File: config.mk
export PLATFORM = sky130hd
export DESIGN_NAME = cache_nwsa_wb
export DESIGN_NICKNAME = d
export VERILOG_FILES = /design/src/rtl/cache_nwsa_wb.sv
export SDC_FILE = /design/constraint.sdc
export NUM_CORES = 2
export LEC_CHECK = 0
export ABC_AREA = 1
export BUFFER_PORTS_ARGS = -buffer_cell sky130_fd_sc_hd__buf_2
export CAP_MARGIN = 30
export CORE_MARGIN = 2
export CORE_UTILIZATION = 45
export CTS_BUF_LIST = sky130_fd_sc_hd__clkbuf_4 sky130_fd_sc_hd__clkbuf_8 sky130_fd_sc_hd__clkbuf_16
export DETAILED_ROUTE_END_ITERATION = 10
export PLACE_DENSITY = 0.68
export SLEW_MARGIN = 10
export SYNTH_ARGS = -nofsm -noshare
export SYNTH_HDL_FRONTEND = slang
export SYNTH_SLANG_ARGS = --single-unit
File: constraint.sdc
create_clock -name clock -period 4.85 [get_ports clock]
set_clock_uncertainty 0.2 [all_clocks]
set_input_delay 0.7275 -clock clock [delete_from_list [all_inputs] [get_ports clock]]
set_output_delay 0.7275 -clock clock [all_outputs]
set_load 0.05 [all_outputs]
File: src/rtl/cache_nwsa_wb.sv
// N-way set-associative write-back, write-allocate byte cache with round-robin replacement and full flush.
// Hit acks two cycles after acceptance; line transfers stall while mem_ready/mem_rvalid are low.
module cache_nwsa_wb #(
  parameter int AWIDTH    = 9,
  parameter int DWIDTH    = 8,
  parameter int BLOCKSIZE = 4,
  parameter int NUMSETS   = 8,
  parameter int NUMWAYS   = 4
) (
  input  logic              clock,
  input  logic              reset_n,
  input  logic              cpu_req,
  input  logic              cpu_we,
  input  logic [AWIDTH-1:0] cpu_addr,
  input  logic [DWIDTH-1:0] cpu_wdata,
  output logic [DWIDTH-1:0] cpu_rdata,
  output logic              cpu_ack,
  output logic              cpu_busy,
  input  logic              flush,
  output logic              flush_done,
  output logic [AWIDTH-1:0] mem_addr,
  output logic              mem_rd,
  output logic              mem_wr,
  output logic [DWIDTH-1:0] mem_wdata,
  input  logic [DWIDTH-1:0] mem_rdata,
  input  logic              mem_rvalid,
  input  logic              mem_ready
);
  localparam int IDXW   = $clog2(NUMSETS);
  localparam int OFFW   = $clog2(BLOCKSIZE);
  localparam int TAGW   = AWIDTH - IDXW - OFFW;
  localparam int WW     = $clog2(NUMWAYS);
  localparam int KW     = OFFW + 1;
  localparam int SCANW  = IDXW + WW + 1;
  localparam int NLINES = NUMSETS * NUMWAYS;

  typedef enum logic [2:0] {S_IDLE, S_LOOKUP, S_WB, S_REFILL, S_FLUSH} state_t;

  state_t state_q, state_d;
  logic [AWIDTH-1:0] addr_q, addr_d;
  logic              we_q, we_d;
  logic [DWIDTH-1:0] wdata_q, wdata_d, rdata_q, rdata_d;
  logic [WW-1:0]     victim_q, victim_d;
  logic [KW-1:0]     k_q, k_d;
  logic [SCANW-1:0]  scan_q, scan_d;
  logic              flushing_q, flushing_d, ack_q, ack_d, done_q, done_d;

  logic [NUMSETS-1:0][NUMWAYS-1:0] valid_q, dirty_q;
  logic [NUMSETS-1:0][WW-1:0]      rr_q;
  logic [DWIDTH-1:0] data_q [NUMSETS][NUMWAYS][BLOCKSIZE];
  logic [TAGW-1:0]   tag_q  [NUMSETS][NUMWAYS];

  logic [TAGW-1:0] req_tag;
  logic [IDXW-1:0] req_idx, idx;
  logic [OFFW-1:0] req_off;
  logic [WW-1:0]   scan_way, hit_way, victim;
  logic            hit, last_byte, scan_end, line_dirty, refill_done;

  assign {req_tag, req_idx, req_off} = addr_q;
  // During a flush the active set comes from the scan counter, otherwise from the request.
  assign idx         = flushing_q ? scan_q[WW +: IDXW] : req_idx;
  assign scan_way    = scan_q[WW-1:0];
  assign last_byte   = (k_q == KW'(BLOCKSIZE - 1));
  assign scan_end    = (scan_q == SCANW'(NLINES));
  assign line_dirty  = valid_q[idx][scan_way] && dirty_q[idx][scan_way];
  assign refill_done = (state_q == S_REFILL) && mem_rvalid && last_byte;

  always_comb begin
    hit     = 1'b0;
    hit_way = '0;
    victim  = rr_q[idx];
    for (int w = NUMWAYS - 1; w >= 0; w--) begin
      if (valid_q[idx][w] && tag_q[idx][w] == req_tag) begin
        hit     = 1'b1;
        hit_way = WW'(w);
      end
      if (!valid_q[idx][w]) victim = WW'(w);
    end
  end

  always_ff @(posedge clock or negedge reset_n) begin
    if (!reset_n) state_q <= S_IDLE;
    else          state_q <= state_d;
  end

  always_comb begin
    state_d = state_q;
    case (state_q)
      S_IDLE:   if (flush && !done_q)        state_d = S_FLUSH;
                else if (cpu_req && !ack_q)  state_d = S_LOOKUP;
      S_LOOKUP: if (hit)                     state_d = S_IDLE;
                else if (valid_q[idx][victim] && dirty_q[idx][victim]) state_d = S_WB;
                else                         state_d = S_REFILL;
      S_WB:     if (mem_ready && last_byte)  state_d = flushing_q ? S_FLUSH : S_REFILL;
      S_REFILL: if (mem_rvalid && last_byte) state_d = S_LOOKUP;
      S_FLUSH:  if (scan_end)                state_d = S_IDLE;
                else if (line_dirty)         state_d = S_WB;
      default:                               state_d = S_IDLE;
    endcase
  end

  always_comb begin
    cpu_busy  = (state_q != S_IDLE);
    mem_wr    = (state_q == S_WB);
    mem_rd    = (state_q == S_REFILL);
    mem_addr  = '0;
    mem_wdata = '0;
    if (state_q == S_WB) begin
      mem_addr  = {tag_q[idx][victim_q], idx, {OFFW{1'b0}}};
      mem_wdata = data_q[idx][victim_q][k_q[OFFW-1:0]];
    end else if (state_q == S_REFILL) begin
      mem_addr  = {req_tag, idx, {OFFW{1'b0}}};
    end
  end

  always_comb begin
    addr_d     = addr_q;
    we_d       = we_q;
    wdata_d    = wdata_q;
    rdata_d    = rdata_q;
    victim_d   = victim_q;
    k_d        = k_q;
    scan_d     = scan_q;
    flushing_d = flushing_q;
    ack_d      = 1'b0;
    done_d     = 1'b0;
    case (state_q)
      S_IDLE:
        if (flush && !done_q) begin
          flushing_d = 1'b1;
          scan_d     = '0;
        end else if (cpu_req && !ack_q) begin
          addr_d  = cpu_addr;
          we_d    = cpu_we;
          wdata_d = cpu_wdata;
        end
      S_LOOKUP:
        if (hit) begin
          ack_d = 1'b1;
          if (!we_q) rdata_d = data_q[idx][hit_way][req_off];
        end else begin
          victim_d = victim;
          k_d      = '0;
        end
      S_WB:
        if (mem_ready) begin
          k_d = last_byte ? '0 : k_q + 1'b1;
          if (last_byte && flushing_q) scan_d = scan_q + 1'b1;
        end
      S_REFILL:
        if (mem_rvalid) k_d = last_byte ? '0 : k_q + 1'b1;
      S_FLUSH:
        if (scan_end) begin
          flushing_d = 1'b0;
          done_d     = 1'b1;
        end else if (line_dirty) begin
          victim_d = scan_way;
          k_d      = '0;
        end else begin
          scan_d = scan_q + 1'b1;
        end
      default: ;
    endcase
  end

  always_ff @(posedge clock or negedge reset_n) begin
    if (!reset_n) begin
      addr_q     <= '0;
      we_q       <= 1'b0;
      wdata_q    <= '0;
      rdata_q    <= '0;
      victim_q   <= '0;
      k_q        <= '0;
      scan_q     <= '0;
      flushing_q <= 1'b0;
      ack_q      <= 1'b0;
      done_q     <= 1'b0;
      valid_q    <= '0;
      dirty_q    <= '0;
      rr_q       <= '0;
    end else begin
      addr_q     <= addr_d;
      we_q       <= we_d;
      wdata_q    <= wdata_d;
      rdata_q    <= rdata_d;
      victim_q   <= victim_d;
      k_q        <= k_d;
      scan_q     <= scan_d;
      flushing_q <= flushing_d;
      ack_q      <= ack_d;
      done_q     <= done_d;
      if (state_q == S_LOOKUP && hit && we_q) dirty_q[idx][hit_way] <= 1'b1;
      if (refill_done) begin
        valid_q[idx][victim_q] <= 1'b1;
        dirty_q[idx][victim_q] <= 1'b0;
        rr_q[idx]              <= victim_q + 1'b1;
      end
      if (state_q == S_FLUSH && scan_end) begin
        valid_q <= '0;
        dirty_q <= '0;
      end
    end
  end

  // Line storage carries no reset; valid bits alone qualify its contents.
  always_ff @(posedge clock) begin
    if (state_q == S_REFILL && mem_rvalid) data_q[idx][victim_q][k_q[OFFW-1:0]] <= mem_rdata;
    if (refill_done) tag_q[idx][victim_q] <= req_tag;
    if (state_q == S_LOOKUP && hit && we_q) data_q[idx][hit_way][req_off] <= wdata_q;
  end

  assign cpu_rdata  = rdata_q;
  assign cpu_ack    = ack_q;
  assign flush_done = done_q;
endmodule
# Yosys cells after proc, flatten, opt, wreduce, memory -nomap -nowiden
# Memory sizes are Yosys's and may differ from the RTL's.
# Cells that the tools add are included.
# W data, S select, Z words.
[classes] add_sub_neg=3 multipliers=0 div_mod_pow=0 n_lt_le_gt_ge=16 n_eq_ne=23 n_shift=0 n_mux=239 bitwise=138 reduce_logical=39
[op_table] operator="$mux W32" n=11
[op_table] operator="$mux W128" n=2
[op_table] operator="$mux W1" n=148
[op_table] operator="$bmux W32 S2" n=2
[op_table] operator="$demux W32 S2" n=2
[op_table] operator="$or A1 B1 Y1" n=128
[op_table] operator="$or A32 B32 Y32" n=2
[op_table] operator="$mux W8" n=7
[op_table] operator="$mux W3" n=14
[op_table] operator="$and A32 B32 Y32" n=1
[op_table] operator="$bmux W8 S2" n=2
[op_table] operator="$demux W8 S2" n=2
[op_table] operator="$not A32 Y32" n=1
[op_table] operator="$mux W6" n=5
[op_table] operator="$mux W2" n=14
[op_table] operator="$mux W4" n=7
[op_table] operator="$bmux W4 S3" n=2
[op_table] operator="$demux W4 S3" n=2
[op_table] operator="$logic_and A1 B1 Y1" n=23
[op_table] operator="$mux W9" n=2
[op_table] operator="$pmux W6 S3" n=1
[op_table] operator="$bwmux W16" n=1
[op_table] operator="$eq A4 B4 Y1" n=4
[op_table] operator="$mux W16" n=1
[op_table] operator="other kinds (36)" n=74
[totals] register_bits=123 latchBits=0 ram_bits=1152 rom_bits=0 inputBits=32 output_inout_bits=30 elab_cells=495 n_memories=2
[memory_table] name="data_q" depth=8 width=128 read_ports=1 rd_clocked_by_memory_dff=0 wr=1 line="50" rtl="logic [DWIDTH-1:0] data_q [NUMSETS][NUMWAYS][BLOCKSIZE];"
[memory_table] name="tag_q" depth=8 width=16 read_ports=1 rd_clocked_by_memory_dff=0 wr=1 line="51" rtl="logic [TAGW-1:0] tag_q [NUMSETS][NUMWAYS];"

# Depth between registers and ports, before layout
[depth] depth_word=19 ltp_mapped=27

# Worst setup path before layout
# Ideal clock, no wire load.
[synth_timing] path_kind="register to output" start="register flushing_q" end="output port mem_wdata[3]" t_arrival_ns=3.228 path_slack_ns=0.694 path_stages_with_launch=18 n_path_buf=4 path_cell_list="dfrtp_1 > buf_6 > inv_4 > nand2_1 > nand2_1 > buf_2 > nand2_1 > nor2_1 > buf_2 > buf_1 > a22oi_1 > nand4_1 > inv_1 > o21ai_0 > nand3_1 > nand3_1 > nand2_1 > a31oi_1"
[synth_between] elab_chain_cells=9
[synth_lines] element="start: declaration" line="46" rtl="logic flushing_q, flushing_d, ack_q, ack_d, done_q, done_d;"
[synth_lines] element="start signal: assignment" line="189" rtl="flushing_q <= flushing_d;"
[synth_lines] element="$mux W3" line="61" rtl="assign idx = flushing_q ? scan_q[WW +: IDXW] : req_idx;"
[synth_lines] element="$mem_v2 Z8 W128"
[synth_lines] element="$bmux W32 S2" line="110" rtl="mem_wdata = data_q[idx][victim_q][k_q[OFFW-1:0]];"
[synth_lines] element="$mux W32 (implied by the code) (2 in series)" line="110"
[synth_lines] element="$bmux W8 S2" line="110"
[synth_lines] element="$mux W8 (implied by the code) (2 in series)" line="110"
[synth_lines] element="$mux W8" line="108" rtl="if (state_q == S_WB) begin"
[synth_lines] element="end: declaration" line="24" rtl="output logic [DWIDTH-1:0] mem_wdata,"
# No other way between the ends. The select of a mux whose other input is x is not followed.

# Worst setup path in the final report
[layout_timing] start="register flushing_q" end="output port mem_wdata[5]"
# The elaborated chain is that of the path after synthesis.

==> impl_metrics.env <==
export IMPL_status="finished with violations"
export IMPL_violations="setup timing"
export IMPL_synthCells=4522
export IMPL_vdd_drop_max_mv=0.412
export IMPL_dpl_cell_area_um2=57200
export IMPL_synth_top_area_cell="edfxtp_1"
export IMPL_die_y_um=349
export IMPL_ys_ff_latch=1275
export IMPL_pin_count=62
export IMPL_worst_pin_slew_ns=1.07
export IMPL_path_common_cell="nand3_1"
export IMPL_insertion_delay_ns=0.78
export IMPL_crit_type="reg -> out"
export IMPL_postSynthAreaPerCell_um2=11.8
export IMPL_final_net_count=4885
export IMPL_fin_crit_ns=4.88
export IMPL_layout_setup_ws_ns=-0.0314
export IMPL_core_um2=118000
export IMPL_portBuffers=59
export IMPL_cts_sinks=1275
export IMPL_hp_class="in -> reg"
export IMPL_rsz0062_at_grt="true"
export IMPL_final_max_slew_viol_count=0
export IMPL_max_freq_mhz=205
export IMPL_via_count=39600
export IMPL_min_period_over_period=1.01
export IMPL_area_growth_pct=19.4
export IMPL_synth_warning_count=0
export IMPL_regArea_um2=37700
export IMPL_grt_pass1_vias=36900
export IMPL_clk_pin_slew_worst_paths_ns=0.06
export IMPL_std_cell_rows=126
export IMPL_cp_end_kind="output port"
export IMPL_relSlewSlack=0.284
export IMPL_postRouteAntennaNets=0
export IMPL_drive_gt1_frac=0.170
export IMPL_critical_path_cell_chain="inv_4, nand2_1, nand2_4, buf_12, nand2_2, nor2_4, buf_4, buf_12, buf_8, nand2_1, nand3_1, a221oi_1, nand3_1, nand2_1, nand3_1, nand3_1, nand3_1, nand2_1, a21oi_1, buf_4, buf_12"
export IMPL_antenna_found_initial=7
export IMPL_drtIter0Drc=6188
export IMPL_clockBufferDepth=3
export IMPL_fin_setup_tns_ns=-0.0506
export IMPL_grt_max_degree=89
export IMPL_synth_edf_count=1152
export IMPL_multi_input_area_um2=14100
export IMPL_wl_per_cell_um=27.5
export IMPL_cp_start_kind="flip-flop"
export IMPL_setup_violations=2
export IMPL_yosys_area_top_type_share=0.647
export IMPL_ys_seq_area_frac=0.704
export IMPL_die_area_um2=122000
export IMPL_critPathMaxFanout=9
export IMPL_numCtsBuffers=133
export IMPL_synth_cell_types=51
export IMPL_arrival_ns=3.95
export IMPL_cp_slowest_stage_delay_ns=0.44
export IMPL_drtPass1Iterations=6
export IMPL_synth_main_ff_cell="edfxtp_1"
export IMPL_finalHoldViolations=0
export IMPL_start_util=0.454
export IMPL_power_density_nw_per_um2=462
export IMPL_synth_cell_area_um2=53500
export IMPL_hpwl_um=109000
export IMPL_viasPerCell=6.09
export IMPL_ys_top_cells_by_area="edfxtp_1, nand2_1, dfrtp_1"
export IMPL_cap_violations=0
export IMPL_final_cell_area_um2=63900
export IMPL_track_usage=0.285
export IMPL_gr_total_overflow=0
export IMPL_grt_first_pass_wirelength_um=252000
export IMPL_power_leakage_nw=23.7
export IMPL_drc=0
export IMPL_async_flop_share=0.0965
export IMPL_htree_levels=4
export IMPL_crit_slowest_cell="dfrtp_2"
export IMPL_num_fill_cells=9679
export IMPL_cts_root_buf="clkbuf_16"
export IMPL_cts_tree="yes"
export IMPL_required_ns=3.92
export IMPL_totalWireLength_um=179000
export IMPL_gp_congestion=0.963
export IMPL_die_w_um=349
cells in the mapped netlist (all sizes together) (10+ instances only):
| cell | count |
|---|---|
| clkbuf | 129 |
| nand3 | 257 |
| nor3 | 36 |
| a22oi | 238 |
| o21a | 23 |
| o22ai | 10 |
| ha | 10 |
| nand4 | 87 |
| nor2 | 337 |
| dfrtp | 123 |
| a221oi | 102 |
| or2 | 11 |
| buf | 122 |
| nand2 | 1120 |
| edfxtp | 1152 |
| o2bb2ai | 19 |
| o211ai | 17 |
| inv | 296 |
| a22o | 23 |
| a21oi | 122 |
| o21ai | 243 |
per-layer routing:
layer,part of all wire,track usage,wire [um],up-vias
met1,0.37,0.389,65400,19300
met2,0.45,0.433,79600,2854
met4,0.055,0.140,9890,8
li1,-,-,-,16900
met3,0.13,0.0649,23800,569
met5,0.00034,0,60,-
through the flow:
stage                     setup slack, ns  utilization  hold WS [ns]  std cells  total power [W]
final                             -0.0314        0.541        0.0213       6494           0.0295
after global placement             0.0887        0.484         0.267       6111           0.0187
after CTS                         -0.0263        0.533       0.00367       6429           0.0290
after detailed placement            0.108        0.485         0.275       6121           0.0188
after global routing               -0.139        0.541        0.0398       6489           0.0303
after floorplan                     0.694            -         0.232       4523           0.0162
power breakdown:
part	total [W]	internal [W]	switching (W)
Clock	0.00999	0.00558	0.00440
Sequential	0.0127	0.0123	0.000377
Combinational	0.00680	0.00205	0.00475
final timing paths:
path	start	end	slack, ns	depth (start not counted)
min reg2reg	valid_q[11]$_DFFE_PN0P_	valid_q[11]$_DFFE_PN0P_	0.28	1
max	flushing_q$_DFFE_PN0P_	mem_wdata[5]	-0.03	21
min	cpu_wdata[3]	wdata_q[3]$_DFFE_PN0P_	0.02	3
min in group asynchronous	reset_n	valid_q[3]$_DFFE_PN0P_	0.38	2
max in group asynchronous	reset_n	cpu_rdata[4]$_DFFE_PN0P_	3.08	3
max reg2reg	flushing_q$_DFFE_PN0P_	data_q[5][124]$_DFFE_PP_	0.13	24
repair_timing:
action	CTS	global route
cloned	21	9
endpoints found under the setup margin	8	491
hold endpoints to repair	81	0
resized for setup	80	101
setup buffers	35	43
hold buffers	8	0
pin swaps	20	52
registers in the layout (all words and copies together), names as in the netlist, 8 cells and up:
register / flops
wdata_q: 8
addr_q: 9
valid_q: 32
tag_q: 128
cpu_rdata: 8
dirty_q: 32
data_q: 1024
rr_q: 16
critical path, delay by kind of cell (launching register included):
family	cells	cell delay (ns)
and+or+nand+nor	12	1.33
buffers and inverters	7	0.99
DFF	1	0.44
AOI/OAI and AO/OA	2	0.41
logic make-up (layout without fill, tap and decap cells):
logic type | count (synthesis) | count (layout) | share of synthesized area
multiplexers | 1 | 1 | 0.000211
buffers and inverters | 555 | 984 | 0.0434
XOR/XNOR | 2 | 2 | 0.000328
adder cells (fa/ha/maj) | 10 | 10 | 0.00234
AO/OA/AOI/OAI | 817 | 817 | 0.102
flip-flops | 1275 | 1275 | 0.704
AND/OR/NAND/NOR | 1861 | 1862 | 0.147
other | 1 | 7 | 0.0000701
cells in the final DEF, fill, tap and decap left out, types with 56 or more instances in the layout:
cell,n
a21oi_1,103
dfrtp_1,119
nand3_1,245
clkbuf_16,142
nand4_1,87
inv_1,288
nor2_1,279
buf_2,58
buf_4,268
a22oi_1,232
o21ai_1,56
nand2_1,1081
o21ai_0,181
edfxtp_1,1152
a221oi_1,79
final cells by class:
type | instances | area share
diodes | 5 | 0.000196
clock buffers | 169 | 0.0572
clock inverters | 76 | 0.00976
inverters | 304 | 0.0181
multi-input cells | 2694 | 0.221
flip-flops and latches | 1275 | 0.590
well taps | 1536 | 0.0301
repair buffers | 435 | 0.0739
No activity file was read; power rests on OpenSTA's default activity.
